File: src/rtl/teclado_emulador.sv
// teclado_emulador -- responder-side model of a 4x4 keypad matrix.
//
// Accepts a key code over a valid/ready handshake, then "presses" that key:
// the row line of the key follows its column line for HOLD_SCANS counted
// column visits, stays released for RELEASE_SCANS visits, then pulses done.
// A visit is a rising edge of the key's column line. If no visit arrives for
// TIMEOUT_CYC cycles the sequence aborts and err pulses.
//
// Optional build macro: TECLADO_REBOTE_EN adds contact bounce on pressed for
// the first BOUNCE_CYCLES cycles of each phase. Visits are ignored while the
// bounce is active.
//
// Ports:
//   clk        system clock, rising edge
//   rst_n      asynchronous active-low reset
//   col[3:0]   column lines from the scanner (active-high)
//   key_code   [3:2] row index, [1:0] column index; sampled at acceptance
//   key_valid  press request
//   key_ready  request can be accepted (IDLE)
//   fila[3:0]  row lines to the scanner, combinational from col
//   pressed    current effective key state
//   done       one-cycle pulse, sequence completed
//   err        one-cycle pulse, sequence aborted on timeout
module teclado_emulador #(
  parameter int HOLD_SCANS    = 4,
  parameter int RELEASE_SCANS = 2,
  parameter int TIMEOUT_CYC   = 1024,
  parameter int BOUNCE_CYCLES = 3
) (
  input  logic       clk,
  input  logic       rst_n,
  input  logic [3:0] col,
  input  logic [3:0] key_code,
  input  logic       key_valid,
  output logic       key_ready,
  output logic [3:0] fila,
  output logic       pressed,
  output logic       done,
  output logic       err
);

  localparam int MAX_SCANS = (HOLD_SCANS > RELEASE_SCANS) ? HOLD_SCANS : RELEASE_SCANS;
  localparam int VW        = $clog2(MAX_SCANS + 1);
  localparam int TW        = $clog2(TIMEOUT_CYC + 1);

  typedef enum logic [1:0] {IDLE, PRESS, RELEASE} state_t;

  state_t        state_q, state_d;
  logic [1:0]    r_q, r_d;
  logic [1:0]    c_q, c_d;
  logic          col_prev_q, col_prev_d;
  logic [VW-1:0] vcnt_q, vcnt_d;
  logic [TW-1:0] tcnt_q, tcnt_d;
  logic          done_q, done_d;
  logic          err_q, err_d;

  logic col_hit;
  logic accept;
  logic visit;
  logic in_bounce;

  assign col_hit   = col[c_q];
  assign accept    = key_valid && (state_q == IDLE);
  assign key_ready = (state_q == IDLE);
  assign done      = done_q;
  assign err       = err_q;
  assign fila      = (pressed && col_hit) ? (4'b0001 << r_q) : 4'b0000;

`ifdef TECLADO_REBOTE_EN
  localparam int BW = $clog2(BOUNCE_CYCLES + 1);

  logic [BW-1:0] bcnt_q, bcnt_d;

  assign in_bounce = (int'(bcnt_q) < BOUNCE_CYCLES);

  // Bounce phase counter restarts on every state change; its LSB gives the
  // alternating contact pattern.
  always_comb begin
    bcnt_d = bcnt_q;
    if ((state_q == IDLE) || (state_d != state_q)) begin
      bcnt_d = '0;
    end else if (in_bounce) begin
      bcnt_d = bcnt_q + 1'b1;
    end
  end

  always_ff @(posedge clk or negedge rst_n) begin
    if (!rst_n) begin
      bcnt_q <= '0;
    end else begin
      bcnt_q <= bcnt_d;
    end
  end

  always_comb begin
    pressed = 1'b0;
    if (state_q == PRESS) begin
      pressed = in_bounce ? ~bcnt_q[0] : 1'b1;
    end else if (state_q == RELEASE) begin
      pressed = in_bounce & bcnt_q[0];
    end
  end
`else
  assign in_bounce = 1'b0;
  assign pressed   = (state_q == PRESS);
`endif

  assign visit = (state_q != IDLE) && col_hit && !col_prev_q && !in_bounce;

  always_comb begin
    state_d = state_q;
    r_d     = r_q;
    c_d     = c_q;
    vcnt_d  = vcnt_q;
    tcnt_d  = tcnt_q;
    done_d  = 1'b0;
    err_d   = 1'b0;
    // On acceptance the edge detector already tracks the new column, so a
    // column that is high at entry is not seen as a visit.
    col_prev_d = accept ? col[key_code[1:0]] : col_hit;

    unique case (state_q)
      IDLE: begin
        vcnt_d = '0;
        tcnt_d = '0;
        if (key_valid) begin
          r_d     = key_code[3:2];
          c_d     = key_code[1:0];
          state_d = PRESS;
        end
      end
      PRESS, RELEASE: begin
        // A visit takes priority over a timeout in the same cycle.
        if (visit) begin
          tcnt_d = '0;
          if (int'(vcnt_q) + 1 == ((state_q == PRESS) ? HOLD_SCANS : RELEASE_SCANS)) begin
            vcnt_d = '0;
            if (state_q == PRESS) begin
              state_d = RELEASE;
            end else begin
              state_d = IDLE;
              done_d  = 1'b1;
            end
          end else begin
            vcnt_d = vcnt_q + 1'b1;
          end
        end else if (int'(tcnt_q) + 1 >= TIMEOUT_CYC) begin
          state_d = IDLE;
          err_d   = 1'b1;
          vcnt_d  = '0;
          tcnt_d  = '0;
        end else begin
          tcnt_d = tcnt_q + 1'b1;
        end
      end
      default: state_d = IDLE;
    endcase
  end

  always_ff @(posedge clk or negedge rst_n) begin
    if (!rst_n) begin
      state_q    <= IDLE;
      r_q        <= '0;
      c_q        <= '0;
      col_prev_q <= 1'b0;
      vcnt_q     <= '0;
      tcnt_q     <= '0;
      done_q     <= 1'b0;
      err_q      <= 1'b0;
    end else begin
      state_q    <= state_d;
      r_q        <= r_d;
      c_q        <= c_d;
      col_prev_q <= col_prev_d;
      vcnt_q     <= vcnt_d;
      tcnt_q     <= tcnt_d;
      done_q     <= done_d;
      err_q      <= err_d;
    end
  end

endmodule

File: config.mk
export PLATFORM = sky130hd
export DESIGN_NAME = teclado_emulador
export DESIGN_NICKNAME = d
export VERILOG_FILES = /design/src/rtl/teclado_emulador.sv
export SDC_FILE = /design/constraint.sdc
export NUM_CORES = 1
export LEC_CHECK = 0
export CAP_MARGIN = 0
export CORE_MARGIN = 4
export CORE_UTILIZATION = 40
export CTS_CLUSTER_DIAMETER = 40
export DETAILED_ROUTE_END_ITERATION = 6
export PLACE_DENSITY_LB_ADDON = 0.12
export SLEW_MARGIN = 20
export SYNTH_ARGS = -nofsm -noshare
export SYNTH_HDL_FRONTEND = slang
export SYNTH_SLANG_ARGS = --single-unit
File: constraint.sdc
create_clock -name clk -period 3.3 [get_ports clk]
set_input_delay 0.33 -clock clk [delete_from_list [all_inputs] [get_ports clk]]
set_output_delay 0.33 -clock clk [all_outputs]
set_load 0.02 [all_outputs]
---- Word-level counts from Yosys, hierarchy flattened ----
Index checks and enable logic that the tools add are counted.
storage, ports and cells
  register bits ........................... 23
  input bits .............................. 11
  logic and storage cells ................. 61
operators by class
  add/subtract/negate cells ............... 4
  $lt $le $gt $ge ......................... 3
  equal/unequal tests ..................... 6
  shifts and indexed selects .............. 1
  multiplexer cells ....................... 27
  reductions and logical operators ........ 12
operator list
  operator                                                                                count
  11-bit 2-to-1 mux                                                                       2
  11-bit case mux with 2 select lines                                                     1
  11-bit by 1-bit adder with 12-bit output (second input constant)                        1
  12-bit by 11-bit greater-or-equal comparator with 1-bit output (second input constant)  1
  3-bit 2-to-1 mux                                                                        4
  11-bit by 1-bit adder with 11-bit output (second input constant)                        1
  1-bit 2-to-1 mux                                                                        10
  2-bit 2-to-1 mux                                                                        5
  2-bit by 3-bit < comparator with 1-bit output (second input constant)                   2
  3-bit != test (second input constant)                                                   2
  3-bit case mux with 2 select lines                                                      1
  3-bit by 1-bit adder with 4-bit output (second input constant)                          1
  1-bit binary-select mux with 2-bit select                                               2
  4-bit by 3-bit equality test with 1-bit output                                          1
  1-bit logical AND                                                                       4
  4-bit 2-to-1 mux                                                                        1
  2-bit case mux with 2 select lines                                                      1
  2-bit AND reduction                                                                     2
  2-bit nonzero test                                                                      2
  1-bit by 2-bit left shift with 4-bit output (first input constant)                      1
  3-bit by 1-bit adder with 3-bit output (second input constant)                          1
  3-bit AND reduction                                                                     1
  2-bit by 1-bit equality test with 1-bit output (second input constant)                  1
  2-bit equality test (second input constant)                                             1
  4 further kinds                                                                         4

---- Longest topological paths before layout ----
Gate-level depths: netlist of run 1.
  word-level depth ........................ 6
  mapped depth ............................ 7

---- Least setup slack after synthesis of run 1 ----
No wires, ideal clock.
  path kind ............................... reg-to-reg
  start point ............................. register tcnt_q[0]
  end point ............................... register tcnt_q[6]
  arrival ................................. 2.006 ns
  setup slack ............................. 1.184 ns
  cell stages (with the launch flop) ...... 7
  buffers on the path ..................... 0
  period minus slack after synthesis ...... 2.116 ns
  path through ............................ dfrtp_1 > ha_1 > nand3_4 > nor4_4 > mux2i_1 > nand3_2 > o41ai_1
between the ends
  cells in the longest elaborated chain, start to end .. 5
RTL lines
  what                                                            line  text
  start: declaration                                              53    logic [TW-1:0] tcnt_q, tcnt_d;
  start signal: assignment                                        176   tcnt_q <= tcnt_d;
  11-bit by 1-bit adder with 12-bit output                        147   end else if (int'(tcnt_q) + 1 >= TIMEOUT_CYC) begin
  12-bit by 11-bit greater-or-equal comparator with 1-bit output  147
  11-bit 2-to-1 mux (*)                                           147
  11-bit 2-to-1 mux (*)                                           134   if (visit) begin
  11-bit case mux with 2 select lines (*)                         122   unique case (state_q)
Every way passes the cells marked *; elsewhere a longest branch is shown, timed or not.
A chain may end at the register's enable or synchronous reset.

---- Final worst setup path of run 1 ----
  start point ............................. input port col[3]
  end point ............................... output port fila[3]
between the ends
  cells in the longest elaborated chain, start to end .. 4
RTL lines
  what                                       line  text
  start: declaration                         32    input logic [3:0] col,
  1-bit binary-select mux with 2-bit select  62    assign col_hit = col[c_q];
  1-bit 2-to-1 mux (not written as such)     62
  1-bit logical AND                          67    assign fila = (pressed && col_hit) ? (4'b0001 << r_q) : 4'b0000;
  4-bit 2-to-1 mux                           67
  end: declaration                           36    output logic [3:0] fila,
Every way passes these cells. The select of a mux whose other input is x is not followed.

==> flow_summary.toml, run 1 <==
[run_status]
outcome = "complete, no violations"

[routing]
via_count = 1125
antenna_left = 0
drc_errors = 0
first_iter_violations = 65
wl_per_cell_um = 14.19
routed_wl_um = 2923
vias_per_cell = 5.461
dr.pass1.iters = 4

[power]
power_density_nw_per_um2 = 680.6
cellLeakagePower_nw = 0.6607
ir_worst_vdd_mv = 0.3181
totalPowerFinal_mw = 1.124

[timing]
rsz0062_at_grt = "false"
timing.slew.headroom = 0.6484
fin_skew_ns = 0.004399
drv_slew = 0
tns_ns = 0
max_slew.worst_pin.slew_ns = 0.5274
period_needed_ns = 2.562
timing.final.hold_violations = 0
finalCritPeriodShare = 0.7763
setup_viol = 0
fin_ws_ns = 0.7381
max_freq_mhz = 390.3

[worst_setup_path]
path_class = "in2out"
r2r_cells = 7
required_ns = 2.97
arrival_ns = 2.23
crit_path_end_kind = "primary output"
worst-path-max-fanout = 6
crit_buf_inv = 2
critPathLaunchType = "primary input"
slowest_delay_ns = 0.54
critPathTopFamily = "buffers and inverters"
cp_common_cell = "clkdlybuf4s50_1"
critPathSlowestCell = "mux4_2"
path_cells = "clkdlybuf4s50_1, mux4_2, and2_1, and3_1, clkdlybuf4s50_1"
critical_path_depth = 5

[clock_network]
ctsHtreeMaxLevel = 1
cts_buffers = 3
tritoncts = "done"
post_cts_resized = 0
cts.path.max_buffers = 2
clk_pin_slew_ns = 0.13
clock-sinks = 23
clock_latency_ns = 0.31
cts_setup_buffers = 0
root_buffer = "clkbuf_4"
postCtsHoldBufs = 0

[yosys]
synth.distinct_cells = 41
synth-xor-area-share = 0
ys_ff_latch = 23
syn-num-nets = 153
synthCells = 137
synth_mux_area_frac = 0.09891
synthArstFlopShare = 1.000
synth-seq-area-share = 0.4174
syn-cell-area_um2 = 1379
synth_warnings = 0
yosys.area_share.simple = 0.2305
synthAdderAreaFrac = 0.04537
synth_top_family_by_area = "simple AND/OR/NAND/NOR gates"
synth_compound_area_frac = 0.1860
synth-edff-count = 0
ys.flop_type = "dfrtp_1"
synth.avg_cell_area_um2 = 10.06

[global_route]
antenna_found_initial = 0
grt_pass1_vias = 1117
grt_start_max_net_pins = 24
grt.total_usage = 0.1490
overflow = 0
grt_first_pass_wirelength_um = 5050

[min_path]
min-delay-path-class = "in2async"

[place]
place_inst = 201
place_ws_ns = 0.7394
portBuffers = 18
dp_hpwl_um = 2252
gp_congestion = 0.8080

[floorplanning]
initial_core_util = 0.4132
io_pins = 19
die_h_um = 66.71
dieArea_um2 = 4450
die_w_um = 66.71
core_um2 = 3337
rows = 21

[job]
drv_cap = 0

[finish]
finalNonFillerCells = 206
final_nets = 177
area_growth_pct = 19.78
drive_gt1_frac = 0.1188
n_antenna_cell = 0
[Yosys cell counts (2+ instances only)]
library cell,number,area share
ha_1,5,0.045
mux2_2,5,0.041
o2bb2ai_1,2,0.013
nand2_1,17,0.046
nand3_1,3,0.011
a32o_1,2,0.015
nor2_1,14,0.038
nand3_2,2,0.015
o31ai_1,3,0.016
inv_1,7,0.019
o22ai_1,3,0.014
nand4_1,4,0.018
o31a_1,2,0.013
nand2b_1,3,0.014
or3_1,2,0.0091
dfrtp_1,23,0.42
and2_1,4,0.018
mux4_2,2,0.033
a2bb2oi_1,2,0.013
o21ai_0,7,0.025
mux2i_1,2,0.015
nor3b_1,2,0.011
a32oi_1,2,0.013
nor2b_1,2,0.0091
[sequential cells by signal (all words and copies together), names as in the netlist]
| signal | cells |
|---|---|
| done | 1 |
| col_prev_q | 1 |
| state_q | 2 |
| tcnt_q | 11 |
| vcnt_q | 3 |
| err | 1 |
| r_q | 2 |
| c_q | 2 |
[cell usage in the layout, fill, tap and decap left out, drive strengths merged, types with 3 or more instances in the layout]
master,count
ha,5
o21ai,7
nand3,6
o22ai,3
dfrtp,23
mux2,6
and2,4
o31ai,3
inv,7
nand2,17
nand4,4
nor2,14
nand2b,3
clkdlybuf4s50,17
clkbuf,4
[per-stage QoR]
step	hold slack [ns]	area [µm²]	utilization
2_1_floorplan	0.03441	1379	-
4_1_cts	0.5270	1647	0.4934
6_report	0.5073	1652	0.4949
3_3_place_gp	0.5048	1620	0.4856
5_1_grt	0.5441	1652	0.4949
3_5_place_dp	0.5022	1620	0.4856
[layer usage]
metal  global-route usage  vias to the layer above  wire [µm]
met4              0.06853                        0         51
li1                     -                      559          -
met5                    0                        -          0
met1               0.1903                      539       1382
met2               0.2450                       22       1371
met3              0.02361                        5        118
[logic make-up after synthesis]
logic type,Yosys count
compound gates,33
mux,10
buf+inv,8
fa+ha+maj,5
simple gates,58
flops,23
[path summary, 6_finish.rpt]
path,from,to,slack (ns)
max,col[3],fila[3],0.74
min,rst_n,tcnt_q[1],0.51
max reg2reg,tcnt_q[0],tcnt_q[6],1.17
min reg2reg,tcnt_q[9],tcnt_q[9],0.53
max in group asynchronous,rst_n,tcnt_q[6],2.44
min in group clk,tcnt_q[9],tcnt_q[9],0.53
[power breakdown]
group / internal [mW] / leakage [nW] / switching [mW] / total (mW)
Sequential: 0.346 / 0.305 / 0.0626 / 0.409
Combinational: 0.256 / 0.340 / 0.327 / 0.583
Clock: 0.0473 / 0.0150 / 0.0855 / 0.133
Total: 0.649 / 0.661 / 0.475 / 1.12
[cell type report]
cell class	count	area, µm²
flip-flops and latches	23	575.6
multi-input cells	106	773.2
inverters	7	26.28
well taps	46	57.56
fillers	345	1685
clock buffers	4	26.28
repair buffers	20	192.7
Power figures use the tool's default switching activity.
==> run 2, diff against run 1 <==
- clock period: 3.3 -> 2.55 ns (I/O delays scaled with it)
==> run 2 against run 1 <==
  * Global-route usage rose by 1.5 points
  * Final cell count is 0.97% higher
  * Register-to-register slack got worse by 0.75 ns
  * Non-clock buffer count is 2 higher
  * Via count is 1.5% higher
  * Critical path depth decreased by 1
  * Largest power group unchanged
  * Highest routed layer unchanged
==> flow_summary.toml, run 2 (same netlist as run 1, synthesis figures left out) <==
[floorplanning]
die_w_um = 66.71
io_pins = 19
dieArea_um2 = 4450
initial_core_util = 0.4132
core_um2 = 3337
die_h_um = 66.71
rows = 21

[finish]
drive_gt1_frac = 0.1420
regMostFlops = "tcnt_q"
finalNonFillerCells = 208
n_antenna_cell = 0
area_growth_pct = 21.51
top_regs = "tcnt_q: 11 flops, vcnt_q: 3 flops"
largest_register_ffs = 11
final_nets = 179
final_cell_mix = "23 x dfrtp_1, 17 x nand2_1, 17 x clkdlybuf4s50_1"
layout_commonest_cell = "dfrtp_1"

[clock_network]
tritoncts = "done"
postCtsHoldBufs = 0
root_buffer = "clkbuf_4"
post_cts_resized = 0
cts.path.max_buffers = 2
clk_pin_slew_ns = 0.14
clock_latency_ns = 0.33
cts_setup_buffers = 0
ctsHtreeMaxLevel = 1
clock-sinks = 23
cts_buffers = 3

[routing]
drc_errors = 0
vias_per_cell = 5.490
first_iter_violations = 35
wl_per_cell_um = 14.86
dr.pass1.iters = 4
via_count = 1142
routed_wl_um = 3090
antenna_left = 0

[worst_setup_path]
critPathSlowestCell = "clkdlybuf4s50_1"
crit_path_end_kind = "primary output"
r2r_start = "tcnt_q[0]"
critPathLaunch = "c_q[0]"
required_ns = 2.30
arrival_ns = 2.19
path_class = "reg2out"
slowest_delay_ns = 0.54
worst-path-max-fanout = 4
path_cells = "mux4_2, and2_1, and3_1, clkdlybuf4s50_1"
critPathLaunchType = "flop"

[global_route]
grt_pass1_vias = 1207
grt_start_max_net_pins = 24
grt.total_usage = 0.1642
overflow = 0
antenna_found_initial = 0
grt_first_pass_wirelength_um = 5540

[power]
pwr-share-clk = 0.120
ir_worst_vdd_mv = 0.4165
p_comb_frac = 0.531
switching_power_uw = 654.5
seq_power_share = 0.349
internal_power_uw = 869.1
switching_share = 0.4296
cellLeakagePower_nw = 0.6904
totalPowerFinal_mw = 1.524
power_density_nw_per_um2 = 909.4

[timing]
tns_ns = 0
rsz0062_at_grt = "false"
setup_viol = 0
timing.slew.headroom = 0.7401
period_needed_ns = 2.442
drv_slew = 0
fin_skew_ns = 0.004790
finalCritPeriodShare = 0.9575
timing.final.hold_violations = 0
max_slew.worst_pin.slew_ns = 0.3898
max_freq_mhz = 409.6

[place]
place_inst = 204
gp_congestion = 0.8239
portBuffers = 18
dp_hpwl_um = 2346

[run_status]
outcome = "complete, no violations"

[min_path]
min-delay-path-class = "in2async"

[job]
drv_cap = 0
run 2: cell count changes in the layout (fill, tap and decap cells not counted), sizes merged:
cell,before,now
clkinv,0,1
dlymetal6s2s,0,1
clkbuf,4,3
dlygate4sd3,1,0
buf,2,4
run 2: cell type report:
| type | count | area, µm² |
|---|---|---|
| Clock buffer | 3 | 22.52 |
| Clock inverter | 1 | 5.005 |
| Fill cell | 330 | 1662 |
| Inverter | 7 | 26.28 |
| Multi-Input combinational cell | 106 | 775.7 |
| Sequential cell | 23 | 575.6 |
| Tap cell | 46 | 57.56 |
| Timing Repair Buffer | 22 | 212.7 |
run 2: layer usage:
layer  vias up  global-route usage  part of all wire
met2        18              0.2723              0.49
li1        563                   -                 -
met4         0             0.06345             0.016
met5         -                   0                 0
met3         5             0.04216             0.035
met1       556              0.2027              0.46
run 2: worst paths after layout:
kind | end | depth (start not counted) | slack [ns]
setup / recovery | fila[3] | 4 | 0.11
hold / removal | vcnt_q[0] | 2 | 0.26
setup reg to reg | state_q[0] | 6 | 0.42
hold reg to reg | tcnt_q[9] | 1 | 0.53
max in group asynchronous | tcnt_q[6] | 2 | 2.06
min in group clk | tcnt_q[9] | 1 | 0.53
run 2: critical path: cells and delay by family (launching register included):
family                 cells  cell delay (ns)
DFF                        1             0.39
muxes                      1             0.52
and+or+nand+nor            2             0.40
buffers and inverters      1             0.54
run 2: power by group through the flow:
| stage | Sequential (mW) | Combinational, mW | Clock, mW |
|---|---|---|---|
| floorplan | 0.517 | 0.552 | 0 |
| global placement | 0.534 | 0.787 | 0 |
| detailed placement | 0.539 | 0.812 | 0 |
| CTS | 0.532 | 0.813 | 0.188 |
| global route | 0.550 | 0.905 | 0.200 |
| finish | 0.532 | 0.809 | 0.183 |
run 2: metrics by stage:
| stage | hold WS (ns) | cell area [µm²] | util | worst slack [ns] |
|---|---|---|---|---|
| finish | 0.2596 | 1675 | 0.5021 | 0.1083 |
| global route | 0.2782 | 1675 | 0.5021 | 0.01485 |
| CTS | 0.2637 | 1670 | 0.5006 | 0.04932 |
| detailed placement | 0.5003 | 1643 | 0.4923 | 0.1801 |
| global placement | 0.5062 | 1643 | 0.4923 | 0.2397 |
| floorplan | -0.04059 | 1379 | - | 0.4341 |
==> run 3, diff against run 2 <==
- CAP_MARGIN: 0 -> 30
==> results of run 3 <==
The final DEF is identical to that of run 2; final timing and power are the same.
